$ cat config.mk
export PLATFORM = sky130hd
export DESIGN_NAME = dmem_arbiter
export DESIGN_NICKNAME = d
export VERILOG_FILES = /design/src/rtl/dmem_arbiter.sv
export SDC_FILE = /design/constraint.sdc
export NUM_CORES = 1
export LEC_CHECK = 0
export BUFFER_PORTS_ARGS = -buffer_cell sky130_fd_sc_hd__buf_2
export CAP_MARGIN = 5
export CORE_AREA = 2 2 123 125
export DETAILED_ROUTE_END_ITERATION = 12
export DIE_AREA = 0 0 125 127
export PLACE_DENSITY_LB_ADDON = 0.05
export SLEW_MARGIN = 0
export SYNTH_ARGS = -nofsm -noshare
export SYNTH_HDL_FRONTEND = slang
export SYNTH_SLANG_ARGS = --single-unit
$ cat constraint.sdc
create_clock -name clk -period 6.12 [get_ports clk]
set_clock_uncertainty 0.1 [all_clocks]
set_input_delay 0.612 -clock clk [delete_from_list [all_inputs] [get_ports clk]]
set_output_delay 0.612 -clock clk [all_outputs]
set_load 0.01 [all_outputs]
$ cat src/rtl/dmem_arbiter.sv
// Two-port fixed-priority arbiter for the shared data memory. Port 1 is promoted after
// STARVE_LIMIT denied cycles. Illegal accesses are answered with err and do not write memory.
module dmem_arbiter #(
  parameter int STARVE_LIMIT = 4
) (
  input  logic        clk,
  input  logic        rst,
  input  logic        p0_valid,
  output logic        p0_ready,
  input  logic        p0_we,
  input  logic [31:0] p0_addr,
  input  logic [31:0] p0_wdata,
  input  logic [2:0]  p0_type,
  output logic        p0_rsp_valid,
  output logic [31:0] p0_rsp_rdata,
  output logic        p0_rsp_err,
  input  logic        p1_valid,
  output logic        p1_ready,
  input  logic        p1_we,
  input  logic [31:0] p1_addr,
  input  logic [31:0] p1_wdata,
  input  logic [2:0]  p1_type,
  output logic        p1_rsp_valid,
  output logic [31:0] p1_rsp_rdata,
  output logic        p1_rsp_err,
  output logic        mem_we,
  output logic [31:0] mem_addr,
  output logic [31:0] mem_wd,
  output logic [2:0]  mem_load_type,
  output logic [2:0]  mem_store_type,
  input  logic [31:0] mem_rd
);

  localparam logic [3:0] LIMIT = 4'(STARVE_LIMIT);

  logic [3:0] starve_cnt_q, starve_cnt_d;
  logic       rsp_v_q, rsp_v_d;
  logic       rsp_port_q, rsp_port_d;
  logic       rsp_load_q, rsp_load_d;
  logic       rsp_err_q, rsp_err_d;

  logic        force1, acc0, acc1, accepted, sel_we, err;
  logic [31:0] sel_addr;
  logic [2:0]  sel_type;

  always_comb begin
    force1   = (starve_cnt_q == LIMIT);
    p1_ready = !p0_valid || force1;
    p0_ready = !(p1_valid && force1);
    acc1     = p1_valid && p1_ready;
    acc0     = p0_valid && p0_ready && !acc1;
    accepted = acc0 || acc1;

    // Port 0 drives the memory bus whenever port 1 is not the one being accepted.
    sel_we   = acc1 ? p1_we    : p0_we;
    sel_addr = acc1 ? p1_addr  : p0_addr;
    sel_type = acc1 ? p1_type  : p0_type;
    mem_wd   = acc1 ? p1_wdata : p0_wdata;

    err = 1'b0;
    if (sel_we) begin
      if (sel_type > 3'b010) err = 1'b1;
    end else if (sel_type == 3'b011 || sel_type[2:1] == 2'b11) begin
      err = 1'b1;
    end
    case (sel_type[1:0])
      2'b01:   if (sel_addr[0]) err = 1'b1;
      2'b10:   if (sel_addr[1:0] != 2'b00) err = 1'b1;
      default: ;
    endcase

    mem_addr       = sel_addr;
    mem_store_type = sel_type;
    mem_load_type  = sel_we ? 3'b010 : sel_type;
    mem_we         = accepted && sel_we && !err && !rst;

    starve_cnt_d = 4'd0;
    if (p1_valid && !p1_ready)
      starve_cnt_d = (starve_cnt_q == LIMIT) ? LIMIT : starve_cnt_q + 4'd1;

    rsp_v_d    = accepted;
    rsp_port_d = acc1;
    rsp_load_d = !sel_we;
    rsp_err_d  = err;
  end

  always_ff @(posedge clk or posedge rst) begin
    if (rst) begin
      starve_cnt_q <= 4'd0;
      rsp_v_q      <= 1'b0;
      rsp_port_q   <= 1'b0;
      rsp_load_q   <= 1'b0;
      rsp_err_q    <= 1'b0;
    end else begin
      starve_cnt_q <= starve_cnt_d;
      rsp_v_q      <= rsp_v_d;
      rsp_port_q   <= rsp_port_d;
      rsp_load_q   <= rsp_load_d;
      rsp_err_q    <= rsp_err_d;
    end
  end

  // mem_rd is the registered read of last cycle's address, so it lines up with rsp_*_q.
  always_comb begin
    p0_rsp_valid = rsp_v_q && !rsp_port_q;
    p1_rsp_valid = rsp_v_q && rsp_port_q;
    p0_rsp_err   = p0_rsp_valid && rsp_err_q;
    p1_rsp_err   = p1_rsp_valid && rsp_err_q;
    p0_rsp_rdata = (p0_rsp_valid && rsp_load_q && !rsp_err_q) ? mem_rd : 32'd0;
    p1_rsp_rdata = (p1_rsp_valid && rsp_load_q && !rsp_err_q) ? mem_rd : 32'd0;
  end

endmodule

* Word-level counts from Yosys, hierarchy flattened *
Cells that the tools add are included.

operators by class
  magnitude comparators = 1
  $add $sub $neg = 1
  mux-type cells = 15
  equal/unequal tests = 5
  reductions and logical operators = 29

operator list
  kind                                                                             number
  32-bit 2-to-1 mux                                                                4
  1-bit logical AND                                                                16
  1-bit logical NOT                                                                9
  4-bit 2-to-1 mux                                                                 2
  1-bit 2-to-1 mux                                                                 6
  3-bit 2-to-1 mux                                                                 2
  4-bit by 1-bit adder with 4-bit output, second input constant                    1
  2-bit equality test, second input constant                                       2
  4-bit by 3-bit equality test with 1-bit output, second input constant            1
  3-bit by 2-bit equality test with 1-bit output, second input constant            1
  3-bit by 2-bit greater-than comparator with 1-bit output, second input constant  1
  1-bit logical OR                                                                 3
  2-bit by 1-bit equality test with 1-bit output, second input constant            1
  1-bit one-hot mux with 2 select lines                                            1
  2-bit nonzero test                                                               1

word-level totals
  bits of input ports = 172
  register bits = 8

* Logic depth before layout (Yosys ltp) *
  word-level depth = 13
  gate-level depth with buffers = 13
  mapped depth without buffers = 10

* Least setup slack after synthesis *
OpenSTA, ideal clock, no wires.

  kind = register -> output
  start point = register starve_cnt_q[0]
  end point = output mem_we
  cell stages (with the launch flop) = 12
  path slack = 3034 ps
  arrival time = 2374 ps
  buffers on the path = 1
  path through = dfrtp_1 -> inv_1 -> ha_1 -> nand3b_1 -> a21boi_2 -> buf_6 -> mux2_2 -> ha_1 -> nor3b_1 -> a221oi_1 -> mux2i_1 -> a2111oi_2

on the way
  longest elaborated chain between the ends = 13
  elaborated cells between the ends (all ways) = 29
  those cells by class = order compare (1); eq/ne (5); mux (9); reduce/logical (14)

ends and longest elaborated chain
  what                                                                                              line  RTL
  from (decl)                                                                                       36    logic [3:0] starve_cnt_q, starve_cnt_d;
  from (signal assigned)                                                                            95    starve_cnt_q <= starve_cnt_d;
  4-bit by 3-bit equality test with 1-bit output (*)                                                47    force1 = (starve_cnt_q == LIMIT);
  1-bit logical OR (*)                                                                              48    p1_ready = !p0_valid || force1;
  1-bit logical AND (*)                                                                             50    acc1 = p1_valid && p1_ready;
  3-bit 2-to-1 mux (*)                                                                              57    sel_type = acc1 ? p1_type : p0_type;
  named net mem_store_type[1]                                                                       30    output logic [2:0] mem_store_type,
  branches (longest 5 deep; another with 3-bit by 2-bit greater-than comparator with 1-bit output)  n/a
  1-bit one-hot mux with 2 select lines (*)                                                         66    case (sel_type[1:0])
  1-bit logical NOT (*)                                                                             75    mem_we = accepted && sel_we && !err && !rst;
  1-bit logical AND (*) (2 in a row)                                                                75
  to (decl)                                                                                         26    output logic mem_we,

Mark *: on every way through the listed nets, which the timed path passes.

* Final worst setup path *
  start point = register starve_cnt_q[0]
  end point = output mem_we

on the way
  longest elaborated chain between the ends = 13
  elaborated cells between the ends (all ways) = 29
  those cells by class = order compare (1); eq/ne (5); mux (9); reduce/logical (14)

ends and longest elaborated chain
  what                                                                                               line
  4-bit by 3-bit equality test with 1-bit output (*)                                                 47
  branches (longest 10 deep; another with 3-bit by 2-bit greater-than comparator with 1-bit output)  n/a
  1-bit logical AND (*) (2 in a row)                                                                 75

Every way passes the cells marked *.

==> results by stage <==
Setup path:
- The signal arrival time at the worst endpoint is ~3100 ps.
- The startpoint identified for the worst register-to-register timing path is starve_cnt_q[0].
- STA classifies the critical path startpoint as a register.
- The required time at the worst-slack endpoint is 5410 ps.
- STA classifies the critical path endpoint as a primary output.
- The maximum fanout count along the critical path is 60.
- The critical path in this run is classified as reg2out.
- In this run the critical register-to-register path is captured at rsp_err_q.
- Across all register-to-register paths, the minimum setup slack is around 3300 ps.
- For the worst flop-to-flop path, the logic depth is 10.

Final layout:
- The summed area of non-filler cells in the final layout is roughly 0.0036 mm².
- The most common library cell in the layout ignoring fill and taps is buf_2.
- The filler cell count in the final layout is 1587.
- In the layout the commonest cells are 312 x buf_2, 68 x and2_1, 66 x mux2_2.
- Of the cells placed in the final design, the portion with a size suffix greater than 1 is 0.768.
- The antenna diode count is 0.
- The net count reported at finish is slightly below 700.
- The area growth from synthesis to final layout is 101%.
- Once layout is complete, the utilization of the core stands at 0.247.

STA:
- The worst path needs approximately 3800 ps of the cycle, external delays included.
- The relative max-transition margin is 0.445.
- Of the available clock period, the critical path in the final layout requires 0.622.
- Static timing analysis puts the maximum clock frequency at around 260 MHz.
- The number of pins with negative max-slew slack in the final report is 0.
- The number of hold-slack violations in the final timing report was 0.
- The final setup TNS is 0 ps.
- Setup violations remaining at the end of the flow were counted as 0.
- The final worst setup slack is approximately 2300 ps.
- Setup repair after global routing left no endpoint under its margin.
- The tightest hold margin is roughly 250 ps.
- For the pin with the worst max-slew slack, the measured transition is between 800 and 900 ps.

Logic synthesis:
- By area the synthesized netlist is led by mux2_2 42%, and2_1 24%, dfrtp_1 11%.
- Synthesis handed over a netlist of roughly 200 instances.
- Yosys printed 0 warnings.
- The average size of a mapped cell is just under 9 µm².
- The cell area after synthesis is approximately 0.0018 mm².
- The share of synthesized area in the top cell type comes to 0.420.
- The number of register bits inferred by synthesis is 8.
- The number of nets in the synthesized netlist is 374.
- The netlist uses 27 different library cells.
- For this run, the register share of the synthesized area comes to 0.113.
- mux2_2 takes more of the synthesized area than any other cell.

Drt:
- The routed length per instance is ~14 µm.
- The remaining design rule violation count is 0.
- The detail route stage leaves a number of antenna-violating nets equal to 0.
- The total length of routed wires is 9430 µm.
- The vias after detailed routing is between 2000 and 3000.
- The first-pass detailed-route iteration total is 4.
- Using the TritonRoute via totals, the vias-per-cell ratio works out to approximately 3.8.
- The DRC violation total after the first TritonRoute iteration is 61.

Clocking:
- The worst-skew pair later-pin latency is 230 ps.
- The maximum buffer depth of the clock tree is 2.
- Clock tree synthesis selected as its root buffer the cell clkbuf_16.
- The quantity of hold-fixing buffers added after cts is 0.
- The clock tree from TritonCTS is yes.
- After clock tree synthesis, the clock-pin slew on the worst setup and hold paths is about 40 ps.
- In this run the number of H-tree levels came out at 1.
- The number of clock buffers inserted by TritonCTS is 3.
- Clock tree synthesis found a total of 8 sinks.
- In this run, post-CTS repair resized a total of 0 instances.
- The total setup buffers inserted after CTS is 0.

Global route:
- The number of antenna violations at the first check in global routing came to 0.
- The met1 usage in global routing is 0.0963.
- Entering global routing, the biggest net connects slightly above 60 pins.
- The global-route track usage on met2 is 0.229.
- The global routing stage identified its most utilized layer as met2.
- The leftover overflow at the end of global routing is 0.
- The wire length of the first global-routing pass is approximately 13000 µm.
- The met3 global-route usage is 0.0260.
- The via count of the first global-routing pass is 2584.
- Across every metal layer, demand over resource in global routing totals 0.104.

Placed design:
- The placed wire-length estimate is between 8000 and 9000 µm.
- The congestion estimate from routability-driven global placement came to a little over 0.8.
- Input and output buffers added on the ports amount to about 310.
- The post-placement cell area is between 0.003 and 0.004 mm².
- OpenSTA, run right after detailed placement, puts the worst setup slack at about 2500 ps.

Die:
- The core outline area is between 0.01 and 0.015 mm².
- The top-level I/O count is between 300 and 400.
- In this run the vertical extent of the chip is 127 µm.
- The horizontal die dimension is approximately 130 µm.
- The floorplan step defined a die boundary enclosing 0.0159 mm².
- The initial standard-cell utilization of the core is 0.123.
- The count of standard-cell rows is 44.

Power and ir drop:
- The analysis attributes to net switching a power of about 130 µW.
- In this run the static leakage power is just over 2 nW.
- The internal portion of the total power is between 200 and 300 µW.
- The worst-case IR drop observed on VDD is 56.6 µV.
- The relative contribution of sequential cells to total power is 0.153.
- Of the total power, combinational logic draws 0.563.
- Of the total power, the share spent switching nets is 0.329.
- In this run the power density over the cells is between 100 and 150 mW/mm².
- The portion of total power attributed to the clock network is 0.284.

Outcome:
- The run finished with clean final reports.

Job:
- The max capacitance violation total is 0.

Worst hold path:
- In this run the worst hold path is classified as in2async.
layout make-up:
cell class                      instances  area, µm²  area share
Tap cell                              184        230      0.0646
Multi-Input combinational cell        171       1470       0.412
Inverter                                6       22.5     0.00632
Timing Repair Buffer                  313       1570       0.440
Clock buffer                            3       75.1      0.0211
Sequential cell                         8        200      0.0562
power by group through the flow:
stage          clock (mW)  combinational [mW]  sequential (mW)
6_report            0.109               0.217           0.0588
5_1_grt             0.115               0.238           0.0594
4_1_cts             0.110               0.221           0.0592
3_5_place_dp            0               0.220           0.0599
3_3_place_gp            0               0.224           0.0597
2_1_floorplan           0               0.107           0.0580
metal layers:
layer | share of wire | vias up
li1 | - | 1287
met1 | 0.33 | 1129
met2 | 0.57 | 185
met3 | 0.10 | 4
met4 | 0.0049 | 0
met5 | 0 | -
state kept, by name, indices dropped and copies added (netlist names):
register and flops:
rsp_load_q 1, rsp_err_q 1, rsp_port_q 1, rsp_v_q 1, starve_cnt_q 4
worst max-delay path by stage:
| stage | start | to | slack, ps | depth (start not counted) |
|---|---|---|---|---|
| floorplan | starve_cnt_q[0] | mem_we | 3030 | 11 |
| global placement | starve_cnt_q[0] | mem_we | 2510 | 8 |
| detailed placement | starve_cnt_q[0] | mem_we | 2460 | 8 |
| CTS | starve_cnt_q[0] | mem_we | 2200 | 8 |
| global route | starve_cnt_q[0] | mem_we | 2000 | 8 |
| finish | starve_cnt_q[0] | mem_we | 2310 | 8 |
cell families after synthesis:
| family | Yosys count | synth area share |
|---|---|---|
| flip-flops | 8 | 0.113 |
| AND/OR/NAND/NOR | 86 | 0.301 |
| buffers and inverters | 20 | 0.0622 |
| adder cells (fa/ha/maj) | 3 | 0.0212 |
| XOR/XNOR | 2 | 0.00990 |
| AO/OA/AOI/OAI | 9 | 0.0446 |
| multiplexers | 71 | 0.448 |
synth_stat cells, drive strengths merged:
master	instances
and2	68
mux2	66
buf	8
dfrtp	8
clkbuf	6
inv	6
mux2i	5
nor2	4
a21o	3
ha	3
a221oi	2
a31oi	2
and3b	2
nand2	2
nand3	2
nor3b	2
a2111oi	1
a21boi	1
and3	1
nand2b	1
nand3b	1
nand4b	1
nor2b	1
or2	1
xnor2	1
xor2	1
worst max-delay path, stage by stage, from the launching register on:
cell and delay, ps:
dfrtp_1 400, inv_1 70, ha_1 160, nand3b_1 170, a21boi_4 440, buf_4 670, mux2i_1 350, a2111oi_2 360
buf_2 220
per-stage QoR:
stage / power, mW / std cells
after floorplan: 0.165 / 199
after global placement: 0.283 / 682
after detailed placement: 0.280 / 682
after CTS: 0.391 / 685
after global routing: 0.412 / 685
final: 0.384 / 685
(Power assumes the default switching activity.)
